<file path="src/rtl/data_mem_arbiter.sv">
// data_mem_arbiter
//   Shares one single-port data memory between two requesters. Port 0 is the
//   core load/store path and port 1 is the loader/debug master. Each request
//   uses a valid/ready handshake, and the arbiter grants requests round-robin.
//   Only one transaction is in flight at a time. The memory is driven from
//   fields that were registered when the request was accepted.
//
// Ports
//   clk_i, rst_ni                   clock (rising edge), async active-low reset
//   valid{0,1}_i, we{0,1}_i         request valid / write select per port
//   addr{0,1}_i, wdata{0,1}_i       word address / write data per port
//   wstrb{0,1}_i                    byte enables (ignored on reads)
//   ready{0,1}_o                    request accepted this cycle
//   rvalid{0,1}_o, rdata{0,1}_o     one-cycle completion pulse / read data
//   mem_en_o, mem_we_o              memory access strobe / write enable
//   mem_addr_o, mem_wdata_o         memory address / write data
//   mem_wstrb_o, mem_rdata_i        memory byte enables / read data
//
// MEM_LAT is the memory read latency in cycles after the mem_en cycle (1..4).
module data_mem_arbiter #(
    parameter int ADDR_W  = 10,
    parameter int DATA_W  = 32,
    parameter int MEM_LAT = 1
) (
    input  logic                clk_i,
    input  logic                rst_ni,
    input  logic                valid0_i,
    input  logic                we0_i,
    input  logic [ADDR_W-1:0]   addr0_i,
    input  logic [DATA_W-1:0]   wdata0_i,
    input  logic [DATA_W/8-1:0] wstrb0_i,
    input  logic                valid1_i,
    input  logic                we1_i,
    input  logic [ADDR_W-1:0]   addr1_i,
    input  logic [DATA_W-1:0]   wdata1_i,
    input  logic [DATA_W/8-1:0] wstrb1_i,
    output logic                ready0_o,
    output logic                ready1_o,
    output logic                rvalid0_o,
    output logic                rvalid1_o,
    output logic [DATA_W-1:0]   rdata0_o,
    output logic [DATA_W-1:0]   rdata1_o,
    output logic                mem_en_o,
    output logic                mem_we_o,
    output logic [ADDR_W-1:0]   mem_addr_o,
    output logic [DATA_W-1:0]   mem_wdata_o,
    output logic [DATA_W/8-1:0] mem_wstrb_o,
    input  logic [DATA_W-1:0]   mem_rdata_i
);

    localparam int SW    = DATA_W / 8;
    localparam int LAT_W = 2;
    localparam logic [LAT_W-1:0] LAT_INIT = LAT_W'(MEM_LAT - 1);

    typedef enum logic [1:0] {IDLE, ACCESS, WAIT} state_t;

    state_t            state_q, state_d;
    logic              rr_last_q, rr_last_d;
    logic              port_q, port_d;
    logic              we_q, we_d;
    logic [ADDR_W-1:0] addr_q, addr_d;
    logic [DATA_W-1:0] wdata_q, wdata_d;
    logic [SW-1:0]     wstrb_q, wstrb_d;
    logic [LAT_W-1:0]  lat_cnt_q, lat_cnt_d;
    logic              rvalid0_q, rvalid0_d, rvalid1_q, rvalid1_d;
    logic [DATA_W-1:0] rdata0_q, rdata0_d, rdata1_q, rdata1_d;

    logic winner;
    logic accept;

    // A lone requester wins outright. On a tie, the port that did not win
    // last time gets the grant.
    always_comb begin
        if (valid0_i && valid1_i) winner = ~rr_last_q;
        else                      winner = valid1_i;
    end

    // ready is gated by rst_ni so that it also drops asynchronously during reset.
    assign accept   = rst_ni && (state_q == IDLE) && (valid0_i || valid1_i);
    assign ready0_o = accept && !winner;
    assign ready1_o = accept && winner;

    always_comb begin
        state_d   = state_q;
        rr_last_d = rr_last_q;
        port_d    = port_q;
        we_d      = we_q;
        addr_d    = addr_q;
        wdata_d   = wdata_q;
        wstrb_d   = wstrb_q;
        lat_cnt_d = lat_cnt_q;
        rvalid0_d = 1'b0;
        rvalid1_d = 1'b0;
        rdata0_d  = rdata0_q;
        rdata1_d  = rdata1_q;
        case (state_q)
            IDLE: begin
                if (accept) begin
                    port_d    = winner;
                    rr_last_d = winner;
                    we_d      = winner ? we1_i    : we0_i;
                    addr_d    = winner ? addr1_i  : addr0_i;
                    wdata_d   = winner ? wdata1_i : wdata0_i;
                    wstrb_d   = winner ? wstrb1_i : wstrb0_i;
                    state_d   = ACCESS;
                end
            end
            ACCESS: begin
                if (we_q) begin
                    // A write completes without waiting for the memory.
                    state_d = IDLE;
                    if (port_q) rvalid1_d = 1'b1;
                    else        rvalid0_d = 1'b1;
                end else begin
                    lat_cnt_d = LAT_INIT;
                    state_d   = WAIT;
                end
            end
            WAIT: begin
                if (lat_cnt_q == '0) begin
                    state_d = IDLE;
                    if (port_q) begin
                        rvalid1_d = 1'b1;
                        rdata1_d  = mem_rdata_i;
                    end else begin
                        rvalid0_d = 1'b1;
                        rdata0_d  = mem_rdata_i;
                    end
                end else begin
                    lat_cnt_d = lat_cnt_q - 1'b1;
                end
            end
            default: state_d = IDLE;
        endcase
    end

    always_ff @(posedge clk_i or negedge rst_ni) begin
        if (!rst_ni) begin
            state_q   <= IDLE;
            rr_last_q <= 1'b1;
            port_q    <= 1'b0;
            we_q      <= 1'b0;
            addr_q    <= '0;
            wdata_q   <= '0;
            wstrb_q   <= '0;
            lat_cnt_q <= '0;
            rvalid0_q <= 1'b0;
            rvalid1_q <= 1'b0;
            rdata0_q  <= '0;
            rdata1_q  <= '0;
        end else begin
            state_q   <= state_d;
            rr_last_q <= rr_last_d;
            port_q    <= port_d;
            we_q      <= we_d;
            addr_q    <= addr_d;
            wdata_q   <= wdata_d;
            wstrb_q   <= wstrb_d;
            lat_cnt_q <= lat_cnt_d;
            rvalid0_q <= rvalid0_d;
            rvalid1_q <= rvalid1_d;
            rdata0_q  <= rdata0_d;
            rdata1_q  <= rdata1_d;
        end
    end

    // Address and write data come straight from the latched fields. They only
    // change on acceptance, so they hold their last value while mem_en is low.
    assign mem_en_o    = (state_q == ACCESS);
    assign mem_we_o    = mem_en_o && we_q;
    assign mem_wstrb_o = mem_we_o ? wstrb_q : '0;
    assign mem_addr_o  = addr_q;
    assign mem_wdata_o = wdata_q;
    assign rvalid0_o   = rvalid0_q;
    assign rvalid1_o   = rvalid1_q;
    assign rdata0_o    = rdata0_q;
    assign rdata1_o    = rdata1_q;

endmodule
</file>
<file path="config.mk">
export PLATFORM = sky130hd
export DESIGN_NAME = data_mem_arbiter
export DESIGN_NICKNAME = d
export VERILOG_FILES = /design/src/rtl/data_mem_arbiter.sv
export SDC_FILE = /design/constraint.sdc
export NUM_CORES = 1
export LEC_CHECK = 0
export ABC_AREA = 0
export BUFFER_PORTS_ARGS = -buffer_cell sky130_fd_sc_hd__clkbuf_2
export CORE_MARGIN = 3
export CORE_UTILIZATION = 41
export DETAILED_ROUTE_END_ITERATION = 10
export PLACE_DENSITY_LB_ADDON = 0.12
export SKIP_LAST_GASP = 1
export SYNTH_ARGS = -nofsm -noshare
export SYNTH_HDL_FRONTEND = slang
export SYNTH_SLANG_ARGS = --single-unit
</file>
<file path="constraint.sdc">
create_clock -name clk_i -period 1.5 [get_ports clk_i]
set_input_delay 0.225 -clock clk_i [delete_from_list [all_inputs] [get_ports clk_i]]
set_output_delay 0.225 -clock clk_i [all_outputs]
set_load 0.01 [all_outputs]
</file>
; After elaboration in Yosys (flattened, before gate mapping)
; Cells that the tools add are included.
[classes]
n_addsub = 1
eq_ne = 6
muxes = 21
n_bitwise = 2
reduce_logical = 16
[op_table]
columns = operator, count
row1 = 32-bit 2-to-1 mux, 1
row2 = 10-bit 2-to-1 mux, 1
row3 = 2-bit 2-to-1 mux, 5
row4 = 3-bit AND reduction, 3
row5 = 1-bit 2-to-1 mux, 8
row6 = 4-bit 2-to-1 mux, 2
row7 = "2-bit inequality test, second input constant", 4
row8 = 1-bit logical AND, 6
row9 = 2-bit case mux with 3 select lines, 1
row10 = 2-bit zero test, 2
row11 = 1-bit case mux with 2 select lines, 2
row12 = 2-bit case mux with 2 select lines, 1
row13 = 2-bit AND reduction, 2
row14 = "2-bit by 1-bit == test with 1-bit output, second input constant", 1
row15 = "2-bit == test, second input constant", 1
row16 = 1-bit inverter, 2
row17 = 2-bit nonzero test, 1
row18 = "2-bit by 1-bit subtractor with 2-bit output, second input constant", 1
row19 = 1-bit zero test, 1
row20 = 1-bit logical OR, 1
[word_totals]
register_bits = 119
input_bits = 130
out_inout_bits = 116
word_cells = 58

; Logic depth before layout (Yosys ltp)
[depth]
depth_word = 5
ltp_mapped = 7
ltp_nobuf = 5

; Worst setup path after synthesis
; OpenSTA, ideal clock, no wires.
[synth_path]
path_kind = reg-to-reg
startpoint = register state_q[0]
endpoint = register wdata_q[13] (netlist: mem_wdata_o[13])
setup_ns = 0.126
t_arrival_ns = 1.411
required_time_ns = 1.374
setup_slack_ns = -0.037
stages_incl_launch_ff = 8
path_buffers = 2
period_less_slack_ns = 1.537
path_cell_list = dfrtp_1 > inv_1 > ha_1 > nand3_1 > a21oi_2 > buf_4 > buf_4 > a221o_1
[synth_between]
elab_chain_len = 4
[synth_lines]
columns = item, line_no
row1 = from (decl), 57  ; state_t state_q, state_d;
row2 = from (signal assigned), 152  ; state_q <= state_d;
row3 = 2-bit zero test *, "79, 96"
row4 = 1-bit logical AND (2 in series), 79  ; assign accept = rst_ni && (state_q == IDLE) && (valid0_i || valid1_i);
row5 = 2-bit AND reduction (no line) *, -
row6 = to (signal assigned), 157  ; wdata_q <= wdata_d;
row7 = to (decl), 62  ; logic [DATA_W-1:0] wdata_q, wdata_d;
; Mark *: on every way between the ends. The rest lies on a longest branch, timed or not.
; A chain may end at the register's enable or synchronous reset.

; Worst setup path in the final report
[layout_path]
startpoint = register state_q[0]
endpoint = output ready1_o
[layout_between]
elab_chain_len = 4
[layout_lines]
columns = item, line_no
row1 = 2-bit zero test, 79
row2 = 1-bit logical AND (2 in series), 79
row3 = 1-bit logical AND, 81  ; assign ready1_o = accept && winner;
row4 = to (decl), 38  ; output logic ready1_o,
; Every way passes these cells.

==> summary.md <==
| Metric | Value |
|---|---|
| Final hold vios | `5` |
| First-pass GRT wire length | `21.00 mm` |
| CTS tree | `done` |
| Syn nets | `475` |
| Avg WL per Cell | `18.40 um` |
| Top_reg_cell synth | `dfrtp_1` |
| Tot Pwr | `0.01655 W` |
| DP Cell Count | `724` |
| Crit-path slowest cell | `dfrtp_1` |
| Initial Utilization | `0.4229` |
| Sequential share of the synthesized area | `0.6143` |
| Cell Chain, Critical Path | `inv_2, ha_4, nand3_4, a21oi_4, buf_6` |
| Final Cell Area | `7669 um^2` |
| Worst slack, placed | `-0.09671 ns` |
| Crit Path Class | `reg2out` |
| GRT Util Overall | `0.2085` |
| CP arrival | `1.45 ns` |
| Layout area overhead | `58.13%` |
| Synthesis Warnings | `0` |
| Maximum vdd drop | `1.108 mV` |
| Vias in the first global route | `4125` |
| DIE AREA | `13170 um^2` |
| Root Buffer Master | `clkbuf_16` |
| Fmax | `0.5976 GHz` |
| Complex-gate fraction of the synthesized area | `0.1146` |
| Dpl hpwl | `9.092 mm` |
| Max cap viols | `0` |
| Final net count | `757` |
| Synth Area in Adders | `0.01032` |
| Pins Over Slew Limit | `0` |
| Die width | `114.8 um` |
| RSZ-0062 raised after global routing | `yes` |
| Initial DRC count | `145` |
| Worst path top cell family by delay | `flip-flops` |
| Min Clock Period, post-route | `1.673 ns` |
| Core Region | `11470 um^2` |
| Post-synthesis simple-gate area fraction | `0.08024` |
| WHS | `-0.02207 ns` |
| Post-synth EDFFs | `0` |
| Chip height | `114.8 um` |
| Filler instances | `844` |
| Largest net degree at the start of global routing | `117` |
| Final setup margin | `-0.1734 ns` |
| Slew @ Worst Pin | `0.6456 ns` |
| Post-Synth XOR/XNOR Area | `0` |
| Setup TNS | `-11.21 ns` |
| Port Buffer Count | `245` |
| Clk_lat worst skew | `0.40 ns` |
| # DRC | `0` |
| Deepest level of the CTS H-tree | `4` |
| Pwr dens | `2159 nW/um^2` |
| Finished Layout Cells | `778` |
| Status | `finished, violations left` |
| Asr flop ratio synth | `1.000` |
| N_diodes | `0` |
| Num CTS Buffers | `17` |
| Drt pass-1 iters | `4` |
| Min-Delay Path Class | `in2async` |
| Critical path's largest stage delay | `0.38 ns` |
| Clock Path Buffers | `2` |
| Clock Pin Slew Worst Setup and Hold Paths | `0.05 ns` |
| WL final | `14.31 mm` |
| # IOs | `246` |
| Fraction of layout cells with a size suffix above 1 | `0.6268` |
| Post-route ant nets | `0` |
| Final RePlAce weighted congestion | `0.7561` |
| Setup Skew | `0.007140 ns` |
| Crit path launch type | `register` |
| Slew headroom | `0.5696` |
| Area after DPL | `6350 um^2` |
| Clock sink count | `119` |
| Post-synth cell types | `25` |
| WP data required | `1.27 ns` |
| Register bit count reported by yosys | `119` |
| Crit path max fanout | `3` |
| Failing checks | `negative hold slack, negative setup slack` |
| Worst setup EP type | `primary output` |
| Post-synthesis instance total | `341` |
| Synth Area per Inst | `14.22 um^2` |
| Leakage | `4.034 nW` |
| # setup viols final | `122` |
| Buffers & Inverters on Critical Path | `2` |
| Mux share of post-synthesis cell area | `0.1530` |
| Row count | `39` |
| Vias per Instance | `5.081` |
| Largest family of logic cells by synthesized area | `multiplexers` |
| Initial antenna violation count | `0` |
| Vias post-DR | `3953` |
| Period utilization | `1.116` |
| Global route overflow | `0` |
| Synth Cell Area | `4850 um^2` |
cell type report:
cell class | count | area, um^2 | area share
repair buffers | 284 | 1805 | 0.2354
multi-input cells | 194 | 2100 | 0.2738
clock inverters | 7 | 67.56 | 0.008811
well taps | 143 | 178.9 | 0.02333
clock buffers | 24 | 511.7 | 0.06673
inverters | 7 | 26.28 | 0.003426
flip-flops and latches | 119 | 2979 | 0.3885
power by group:
part           switching (W)  leakage (nW)  internal [W]  total, W
sequential          0.000951          1.43       0.00479   0.00574
clock                0.00137         0.280       0.00252   0.00390
combinational        0.00296          2.32       0.00396   0.00692
metal layers:
layer  track usage  part of all wire  vias to the layer above
met5             0                 0                        -
met4       0.06808             0.015                        0
met3       0.06316             0.073                       16
met2        0.3617              0.51                      165
met1        0.2487              0.40                     1947
li1              -                 -                     1825
cells in the mapped netlist, types with 2 or more instances:
master | instances | area share
ha_1 | 4 | 0.010
nor2_1 | 4 | 0.0031
nand2b_1 | 2 | 0.0026
and2_1 | 22 | 0.028
buf_4 | 3 | 0.0046
nand2_1 | 3 | 0.0023
and2_0 | 25 | 0.032
mux2_2 | 65 | 0.15
clkbuf_1 | 4 | 0.0031
nand3_1 | 5 | 0.0052
and3_1 | 4 | 0.0052
dfrtp_1 | 118 | 0.61
a21o_1 | 2 | 0.0031
a32o_1 | 2 | 0.0041
inv_1 | 7 | 0.0054
o21ai_0 | 3 | 0.0031
buf_2 | 13 | 0.013
a221o_1 | 47 | 0.097
a21oi_2 | 2 | 0.0036
stage by stage:
stage,utilization,hold WS [ns]
after floorplan,-,-0.07059
after global placement,0.5537,0.05321
after detailed placement,0.5537,0.05588
after CTS,0.6351,0.03304
after global routing,0.6687,0.03500
final,0.6687,-0.02207
flip-flops by register name (all words and copies together) (netlist names):
name,count
rvalid0_o,1
mem_wdata_o,32
rdata0_o,32
port_q,1
mem_addr_o,10
rdata1_o,32
wstrb_q,4
rr_last_q,1
lat_cnt_q,2
rvalid1_o,1
we_q,1
state_q,2
logic make-up (layout without fill, tap and decap cells):
family / Yosys count / count (layout)
and+or+nand+nor: 66 / 66
muxes: 66 / 66
buffers and inverters: 28 / 322
DFF: 119 / 119
AOI/OAI and AO/OA: 58 / 58
adders and majority gates: 4 / 4
timing repair:
| item | CTS | global route |
|---|---|---|
| buffers inserted | 11 | 8 |
| gates resized for setup | 29 | 102 |
| pin swaps | 3 | 7 |
| hold buffers | 1 | 0 |
| endpoints found under the hold margin | 3 | 0 |
| setup endpoints to repair | 94 | 122 |
| gates cloned | 5 | 3 |
cell usage in the layout (no fill, tap or decap), types with 3 or more instances in the layout:
cell type   netlist  final
and2_1           22     22
clkbuf_8          0      6
mux2_2           65      7
clkinv_2          0      3
buf_6             0     13
mux2_4            0     58
inv_1             7      5
clkbuf_16         0     18
nand3_4           0      3
and2_0           25     25
clkinvlp_4        0      3
and3_4            0      3
o21ai_0           3      3
a221o_1          47     47
buf_8             0      3
buf_4             3     18
buf_16            0      3
clkbuf_2          1    236
ha_4              0      4
dfrtp_1         118    118
nor2_1            4      4
buf_12            0      9
worst paths after layout:
path                                     startpoint                     endpoint  slack (ns)  cells past startpoint
setup / recovery             state_q[0]$_DFFE_PN0P_                     ready1_o       -0.17                      5
hold / removal                               rst_ni          rvalid1_o$_DFF_PN0_       -0.02                      2
setup reg to reg             state_q[1]$_DFFE_PN0P_     rdata0_o[16]$_DFFE_PN0P_       -0.13                      7
hold reg to reg            lat_cnt_q[1]$_DFFE_PN0P_     lat_cnt_q[1]$_DFFE_PN0P_        0.50                      1
max in group asynchronous                    rst_ni       wstrb_q[0]$_DFFE_PN0P_        1.00                      2
min in group clk_i                     wdata1_i[31]  mem_wdata_o[31]$_DFFE_PN0P_        0.05                      2
No activity file was read; power rests on OpenSTA's default activity.
